[config.mk]
export PLATFORM = sky130hd
export DESIGN_NAME = bc_io_intr_ctrl
export DESIGN_NICKNAME = d
export VERILOG_FILES = /design/src/rtl/bc_pkg.sv /design/src/rtl/bc_io_chan.sv /design/src/rtl/bc_io_intr_ctrl.sv
export SDC_FILE = /design/constraint.sdc
export NUM_CORES = 1
export LEC_CHECK = 0
export ABC_AREA = 1
export CAP_MARGIN = 10
export CORE_MARGIN = 4
export CORE_UTILIZATION = 35
export CTS_CLUSTER_SIZE = 30
export DETAILED_ROUTE_END_ITERATION = 16
export GPL_ROUTABILITY_DRIVEN = 0
export PLACE_DENSITY_LB_ADDON = 0.3
export SETUP_SLACK_MARGIN = 0.3
export SLEW_MARGIN = 20
export SYNTH_ARGS = -nofsm -noshare
export SYNTH_HDL_FRONTEND = slang
export SYNTH_HIERARCHICAL = 1
export SYNTH_SLANG_ARGS = --single-unit
[constraint.sdc]
create_clock -name clk -period 1.7 [get_ports clk]
set_input_delay 0.51 -clock clk [delete_from_list [all_inputs] [get_ports clk]]
set_output_delay 0.51 -clock clk [all_outputs]
set_load 0.1 [all_outputs]
[src/rtl/bc_pkg.sv]
// Shared constants for the basic-computer I/O and interrupt controller.
package bc_pkg;

  localparam int unsigned CHAR_W_DEF = 8;
  localparam int unsigned AC_W_DEF   = 16;
  localparam int unsigned IR_IO_W    = 6;

  // I/O instruction bit positions in IR.
  localparam int unsigned INP_B = 11;
  localparam int unsigned OUT_B = 10;
  localparam int unsigned SKI_B = 9;
  localparam int unsigned SKO_B = 8;
  localparam int unsigned ION_B = 7;
  localparam int unsigned IOF_B = 6;

  // Offsets of the same bits within ir_io (IR[11:6]).
  localparam int unsigned IR_IO_LSB = 6;
  localparam int unsigned INP_O = INP_B - IR_IO_LSB;
  localparam int unsigned OUT_O = OUT_B - IR_IO_LSB;
  localparam int unsigned SKI_O = SKI_B - IR_IO_LSB;
  localparam int unsigned SKO_O = SKO_B - IR_IO_LSB;
  localparam int unsigned ION_O = ION_B - IR_IO_LSB;
  localparam int unsigned IOF_O = IOF_B - IR_IO_LSB;

  localparam logic FGO_RST = 1'b1;
  localparam logic FGI_RST = 1'b0;

  // True when exactly one I/O opcode bit is set.
  function automatic logic is_onehot(input logic [IR_IO_W-1:0] v);
    return (v != '0) && ((v & (v - IR_IO_W'(1))) == '0);
  endfunction

endpackage

[src/rtl/bc_io_chan.sv]
// One character channel: a flag flip-flop plus a character register.
module bc_io_chan
  import bc_pkg::*;
#(
  parameter int unsigned CHAR_W   = CHAR_W_DEF,
  parameter logic        FLAG_RST = 1'b0
) (
  input  logic              clk,
  input  logic              rst_n,
  input  logic              set_flag,
  input  logic              clr_flag,
  input  logic              load,
  input  logic [CHAR_W-1:0] data_in,
  output logic              flag,
  output logic [CHAR_W-1:0] data
);

  // Flag and data register; a device-side set wins over an instruction-side clear.
  always_ff @(posedge clk) begin
    if (!rst_n) begin
      flag <= FLAG_RST;
      data <= '0;
    end else begin
      if (load) begin
        data <= data_in;
      end
      if (set_flag) begin
        flag <= 1'b1;
      end else if (clr_flag) begin
        flag <= 1'b0;
      end
    end
  end

endmodule

[src/rtl/bc_io_intr_ctrl.sv]
// I/O flags, character registers, interrupt enable and interrupt flip-flop.
module bc_io_intr_ctrl
  import bc_pkg::*;
#(
  parameter int unsigned CHAR_W = CHAR_W_DEF,
  parameter int unsigned AC_W   = AC_W_DEF
) (
  input  logic               clk,
  input  logic               rst_n,
  input  logic               in_valid,
  input  logic [CHAR_W-1:0]  in_data,
  output logic               in_ready,
  output logic               out_valid,
  output logic [CHAR_W-1:0]  out_data,
  input  logic               out_ready,
  input  logic               io_exec,
  input  logic [IR_IO_W-1:0] ir_io,
  input  logic [AC_W-1:0]    ac_in,
  output logic [CHAR_W-1:0]  inpr,
  output logic               inp_load,
  output logic               skip,
  input  logic               instr_end,
  input  logic               int_ack,
  output logic               R,
  output logic               IEN,
  output logic               FGI,
  output logic               FGO
);

  logic dec_ok;
  logic do_inp;
  logic do_out_wr;
  logic do_ion;
  logic do_iof;
  logic in_hs;
  logic out_hs;
  logic unused_ac;

  assign unused_ac = ^ac_in[AC_W-1:CHAR_W];

  // Instruction decode; a non-one-hot opcode field decodes to nothing.
  always_comb begin
    dec_ok    = io_exec && is_onehot(ir_io);
    do_inp    = 1'b0;
    do_out_wr = 1'b0;
    do_ion    = 1'b0;
    do_iof    = 1'b0;
    skip      = 1'b0;
    if (dec_ok) begin
      do_inp    = ir_io[INP_O];
      do_out_wr = ir_io[OUT_O] && FGO;
      do_ion    = ir_io[ION_O];
      do_iof    = ir_io[IOF_O];
      skip      = (ir_io[SKI_O] && FGI) || (ir_io[SKO_O] && FGO);
    end
  end

  assign inp_load  = do_inp;
  assign in_ready  = ~FGI;
  assign out_valid = ~FGO;
  assign in_hs     = in_valid && in_ready;
  assign out_hs    = out_valid && out_ready;

  bc_io_chan #(.CHAR_W(CHAR_W), .FLAG_RST(FGI_RST)) u_in_chan (
    .clk      (clk),
    .rst_n    (rst_n),
    .set_flag (in_hs),
    .clr_flag (do_inp),
    .load     (in_hs),
    .data_in  (in_data),
    .flag     (FGI),
    .data     (inpr)
  );

  bc_io_chan #(.CHAR_W(CHAR_W), .FLAG_RST(FGO_RST)) u_out_chan (
    .clk      (clk),
    .rst_n    (rst_n),
    .set_flag (out_hs),
    .clr_flag (do_out_wr),
    .load     (do_out_wr),
    .data_in  (ac_in[CHAR_W-1:0]),
    .flag     (FGO),
    .data     (out_data)
  );

  // Interrupt enable and request; acknowledge overrides both set paths.
  always_ff @(posedge clk) begin
    if (!rst_n) begin
      R   <= 1'b0;
      IEN <= 1'b0;
    end else if (int_ack) begin
      R   <= 1'b0;
      IEN <= 1'b0;
    end else begin
      if (instr_end && IEN && (FGI || FGO)) begin
        R <= 1'b1;
      end
      if (do_ion) begin
        IEN <= 1'b1;
      end else if (do_iof) begin
        IEN <= 1'b0;
      end
    end
  end

endmodule

==> metrics.txt, run 1 <==
grt ovf=0; vias in the first global route=1199; Ports=61; clock root cell=clkbuf_4; first-pass GRT wire length=5400 µm; port bufs=52; FF+latch count, synth=20; Synth Cell Area=950 µm²; Hold Path Class=reg2reg; setup TNS=-523 ps; post-route DRC violation count=0; RSZ-0062 raised after global routing=true; Max clock buf depth=2; Hold-fix buffers, CTS=0; WP data arrival=1380 ps; Num CTS Buffers=3; status=finished with violations; Post-Synthesis Cells=139; failing checks=setup timing; PwrDens=670 nW/µm²; mean post-synth cell area=6.83 µm²; largest net degree at the start of global routing=20; GRT Overall Usage=0.205; Slew HR=0.836; core area=2520 µm²; Worst Hold Depth=2; peak supply drop=724 µV; YS warnings=6; Starting Density=0.376; Finished Layout Cells=247; P_leak=0.947 nW; period utilisation layout=1.11; Tmin final=1890 ps; Yosys cell types=20; Startpoint Class=primary input; via count=1145; clk sinks=20; max-slew violations=0; Clock Latency Late Sink=310 ps; max-cap violations=0; Worst-path clk slew=120 ps; crit end category=primary output; DRT iter0 DRCs=65; Max FO, Critical Path=4; post-route ant nets=0; Vias per Instance=4.64; DPL Wire Length=2220 µm; area grow syn2layout=122%; DP Area=1880 µm²; drt pass-1 iters=4; Placed Cells=227; Die W=60.1 µm; post-synthesis sequential area ratio=0.422; cell taking the most area after synthesis=dfxtp_1; WL/cell=14.1 µm; post-route cell area=2110 µm²; Worst Skew=2.04 ps; commonest non-fill, non-tap cells in the layout=33 x nor2_1, 25 x buf_12, 21 x nand2_1, 21 x clkdlybuf4s50_1, 20 x inv_1; H-tree Lvls=1; final worst setup slack=-190 ps; FMAX=529 MHz; CP required=1190 ps; FP Rows=18; most common cell after layout, fill and taps aside=nor2_1; syn_nets=176; crit path kind=in2out; Placement Setup Slack=-761 ps; Die Area=3610 µm²; WL final=3480 µm; R2R Setup Slk=140 ps; TritonCTS clock tree=done; Die Span Y=60.1 µm; measured slew at the worst slew-check pin=245 ps; n_diodes=0; Worst Reg-to-Reg Cells=9; synth top area cells=dfxtp_1 42%, nor2_1 13%, nand2_1 12%; nets=255; Final Hold Viols=0; layout cells sized above 1=0.493; antenna violations before repair=0; Synth top area share=0.422; final setup vio count=9
[report_power, final]
group          switching [mW]  internal (mW)  total [mW]
clock network           0.159          0.239       0.397
logic                   0.289          0.208       0.497
registers              0.0265          0.492       0.518
total                   0.475          0.938        1.41
[worst max-delay path, cell delays in order]
cell and delay, ps:
buf_12 110, nor2_4 130, nand2_2 80, nand2_2 100, nand3_4 110, a21oi_4 150, buf_12 190
[timing repair]
action                     4_1_cts  5_1_grt
gates cloned                     2        0
setup endpoints to repair       18       29
setup buffers                    8        6
pin swaps                        7        7
gates resized for setup         46       12
[metal layers]
layer / vias up / track usage / wire length, µm
li1: 574 / - / -
met1: 518 / 0.208 / 1260
met2: 41 / 0.369 / 1830
met3: 12 / 0.0713 / 242
met4: 0 / 0.0981 / 140
met5: - / 0 / 0
[synthesized netlist by cell type]
cell	n
dfxtp_1	20
inv_1	23
nand2_1	30
nor2_2	5
nand3b_1	1
buf_2	1
buf_8	1
nand3_4	1
o21ai_0	8
a21oi_2	1
nor2_4	1
a21oi_1	3
o211ai_1	1
nand4_1	2
nor3_2	1
inv_2	2
nand3_2	1
buf_6	1
nand2_2	2
nor2_1	34
[kinds of logic (layout without fill, tap and decap cells)]
family,Yosys count,count (layout),synth area share
compound gates,13,13,0.0751
flops,20,20,0.422
buf+inv,28,106,0.132
simple gates,78,78,0.372
[area by class of cell]
class | instances | area (µm²)
fillers | 152 | 413
clock inverters | 1 | 30.0
repair buffers | 77 | 981
inverters | 25 | 101
clock buffers | 3 | 22.5
flip-flops and latches | 20 | 433
well taps | 30 | 37.5
multi-input cells | 91 | 504
[state kept, by name, summed over array words and instances, names as in the netlist]
name             count
u_in_chan/data       8
u_out_chan/data      8
IEN                  1
R                    1
u_in_chan/flag       1
u_out_chan/flag      1
[final timing paths]
path | start | endpoint
max reg2reg | u_out_chan/flag | u_out_chan/data[5]
min | R | R
max | ir_io[2] | skip
min reg2reg | R | R
[through the flow]
| step | hold slack [ps] | power (mW) | util |
|---|---|---|---|
| 2_1_floorplan | 609 | 0.780 | - |
| 3_3_place_gp | 460 | 0.993 | 0.747 |
| 3_5_place_dp | 470 | 1.00 | 0.747 |
| 4_1_cts | 505 | 1.41 | 0.807 |
| 5_1_grt | 521 | 1.47 | 0.836 |
| 6_report | 489 | 1.41 | 0.836 |
No activity file was read; power rests on OpenSTA's default activity.
==> inputs of run 2 (changes only) <==
- CORE_UTILIZATION: 35 -> 38
- SYNTH_HIERARCHICAL: 1 -> default
- clock period: 1.7 -> 2.35 ns (I/O delays scaled with it)
==> run 2 against run 1 <==
  * The run now ends clean
  * Sequential share of layout area is 4.6 points higher
  * Largest power group unchanged
  * Critical path type unchanged
  * Highest routed layer unchanged
  * Synthesized cell count fell by 2.9%
  * Sequential power fell by 30%
  * Largest cell class unchanged
==> metrics.txt, run 2 <==
CP required=1640 ps (+450 ps); Startpoint Class=primary input; Placement Setup Slack=-484 ps (+277 ps); n_diodes=0 (unchanged); FP Rows=17 (-1); FF+latch count, synth=20 (unchanged); Combinational Power Share=0.337 (-0.015); Synth top area share=0.437 (+0.0150); status=finished clean; Synth async-reset ratio=0 (unchanged); largest net degree at the start of global routing=18 (-10%); drt pass-1 iters=3 (-1); port bufs=52 (unchanged); RSZ-0062 raised after global routing=true; measured slew at the worst slew-check pin=285 ps (+40.0 ps); post-route DRC violation count=0 (unchanged); WL final=2610 µm (-25%); Die W=57.1 µm (-4.9%); final setup vio count=0 (-9); H-tree Lvls=1 (unchanged); commonest non-fill, non-tap cells in the layout=34 x buf_4, 32 x nor2_1, 27 x nand2_1, 21 x clkdlybuf4s50_1, 20 x inv_1; clk sinks=20 (unchanged); max-cap violations=0 (unchanged); Synth Cell Area=917 µm² (-3.4%); post-route cell area=1600 µm² (-24%); Worst Skew=6.13 ps (+4.08 ps); PwrDens=531 nW/µm² (-21%); max-slew violations=0 (unchanged); Die Span Y=57.1 µm (-4.9%); WL/cell=11.4 µm (-19%); Final Hold Viols=0 (unchanged); WP data arrival=1590 ps (+210 ps); antenna violations before repair=0 (unchanged); clock root cell=clkbuf_4; peak supply drop=442 µV (-39%); cell taking the most area after synthesis=dfxtp_1; syn_nets=172 (-2.3%); CP peak stage delay=170 ps (-20 ps); Ports=61 (unchanged); P_leak=0.790 nW (-17%); Starting Density=0.407 (+0.0303); post-route ant nets=0 (unchanged); vias in the first global route=989 (-18%); hold_ws=454 ps (-34.9 ps); Num CTS Buffers=3 (unchanged); TritonCTS clock tree=done; crit path kind=in2out; Net Switching=0.308 mW (-35%); sequential share of power=0.429 (+0.062); Clk pwr share=0.234 (-0.047); DP Area=1500 µm² (-20%); final worst setup slack=59.5 ps (+249 ps); GRT Overall Usage=0.163 (-0.0421); nets=238 (-6.7%); period utilisation layout=0.975; synth top area cells=dfxtp_1 44%, nor2_1 14%, nand2_1 13%; most common cell after layout, fill and taps aside=buf_4; Slew HR=0.812 (-0.0246); via count=1025 (-10%); Most used DFF post-synth=dfxtp_1; CP max stage cell=nand4_1; DPL Wire Length=1990 µm (-10%); number of synthesized flops with an enable pin=0 (unchanged); Tmin final=2290 ps; post-synthesis sequential area ratio=0.437 (+0.0150); crit path cell chain=buf_8 -> nand2_2 -> nand3_4 -> nor2_4 -> nand4_1 -> clkinvlp_4 -> buf_12; Yosys cell types=17 (-15%); area grow syn2layout=74.8%; Hold-fix buffers, CTS=0 (unchanged); Sw Share=0.362 (+0.0260); Synth top cells by count=34 x nor2_1, 31 x nand2_1, 21 x inv_1; largest registers=u_in_chan.data x8, u_out_chan.data x8; YS warnings=0 (-6); Vias per Instance=4.50 (-3.0%); Max FO, Critical Path=4 (unchanged); Clock Latency Late Sink=290 ps (-20 ps); FMAX=437 MHz; Hold Path Class=reg2reg; Worst-path clk slew=110 ps (about the same); most common cell in the synthesized netlist=nor2_1; Fillers=204 (+34%); layout cells sized above 1=0.330 (-0.163); Die Area=3260 µm² (-9.6%); core area=2250 µm² (-11%); Max clock buf depth=2 (unchanged); grt ovf=0 (unchanged); P_int=0.543 mW (-42%); mean post-synth cell area=6.79 µm² (-0.56%); Post-Synthesis Cells=135 (-2.9%); crit end category=primary output; DRT iter0 DRCs=12 (-82%); first-pass GRT wire length=4280 µm (-21%)
## run 2: cells by family after synthesis
family / Yosys count / share of synthesized area
simple gates: 77 / 0.367
buf+inv: 24 / 0.117
flops: 20 / 0.437
compound gates: 14 / 0.0791
## run 2: timing repair
action                     CTS  global route
setup endpoints to repair    2             2
pin swaps                    9             4
setup buffers                4             3
resized for setup           38             4
## run 2: through the flow
step | TNS (ps) | util | cells | power (mW)
floorplan | -15.8 | - | 135 | 0.553
global placement | -843 | 0.665 | 217 | 0.644
detailed placement | -956 | 0.665 | 217 | 0.650
CTS | 0 | 0.698 | 225 | 0.852
global route | -4.91 | 0.711 | 228 | 0.890
finish | 0 | 0.711 | 228 | 0.851
## run 2: cell type report
type                       count  area (µm²)  area share
tap                           28        35.0      0.0219
clock buffer                   4        36.3      0.0226
multi-input combinational     91         473       0.295
sequential                    20         403       0.251
timing repair buffer          64         573       0.358
inverter                      21        82.6      0.0515
## run 2: routing by layer
metal,GRT usage,share of wire,vias to the layer above
met5,0,0,-
met2,0.310,0.54,27
met1,0.170,0.38,453
met3,0.0543,0.075,2
li1,-,-,543
met4,0.0397,0.0061,0
## run 2: critical path, delay by kind of cell
family / cells / cell delay, ps
buf+inv: 3 / 410
simple gates: 4 / 480
## run 2: path summary, 6_finish.rpt
check                                      from              end  slack, ps  cells past startpoint
worst max register to register  u_out_chan.flag  u_out_chan.flag       1190                      5
worst min-delay path                          R                R        450                      2
worst max-delay path                   ir_io[1]         inp_load         60                      7
worst min register to register                R                R        450                      2
## run 2: power groups by stage
stage / logic [mW] / registers (mW) / clock network (mW)
global placement: 0.273 / 0.372 / 0
floorplan: 0.0694 / 0.484 / 0
finish: 0.287 / 0.365 / 0.199
CTS: 0.282 / 0.365 / 0.204
global route: 0.302 / 0.368 / 0.221
detailed placement: 0.278 / 0.372 / 0
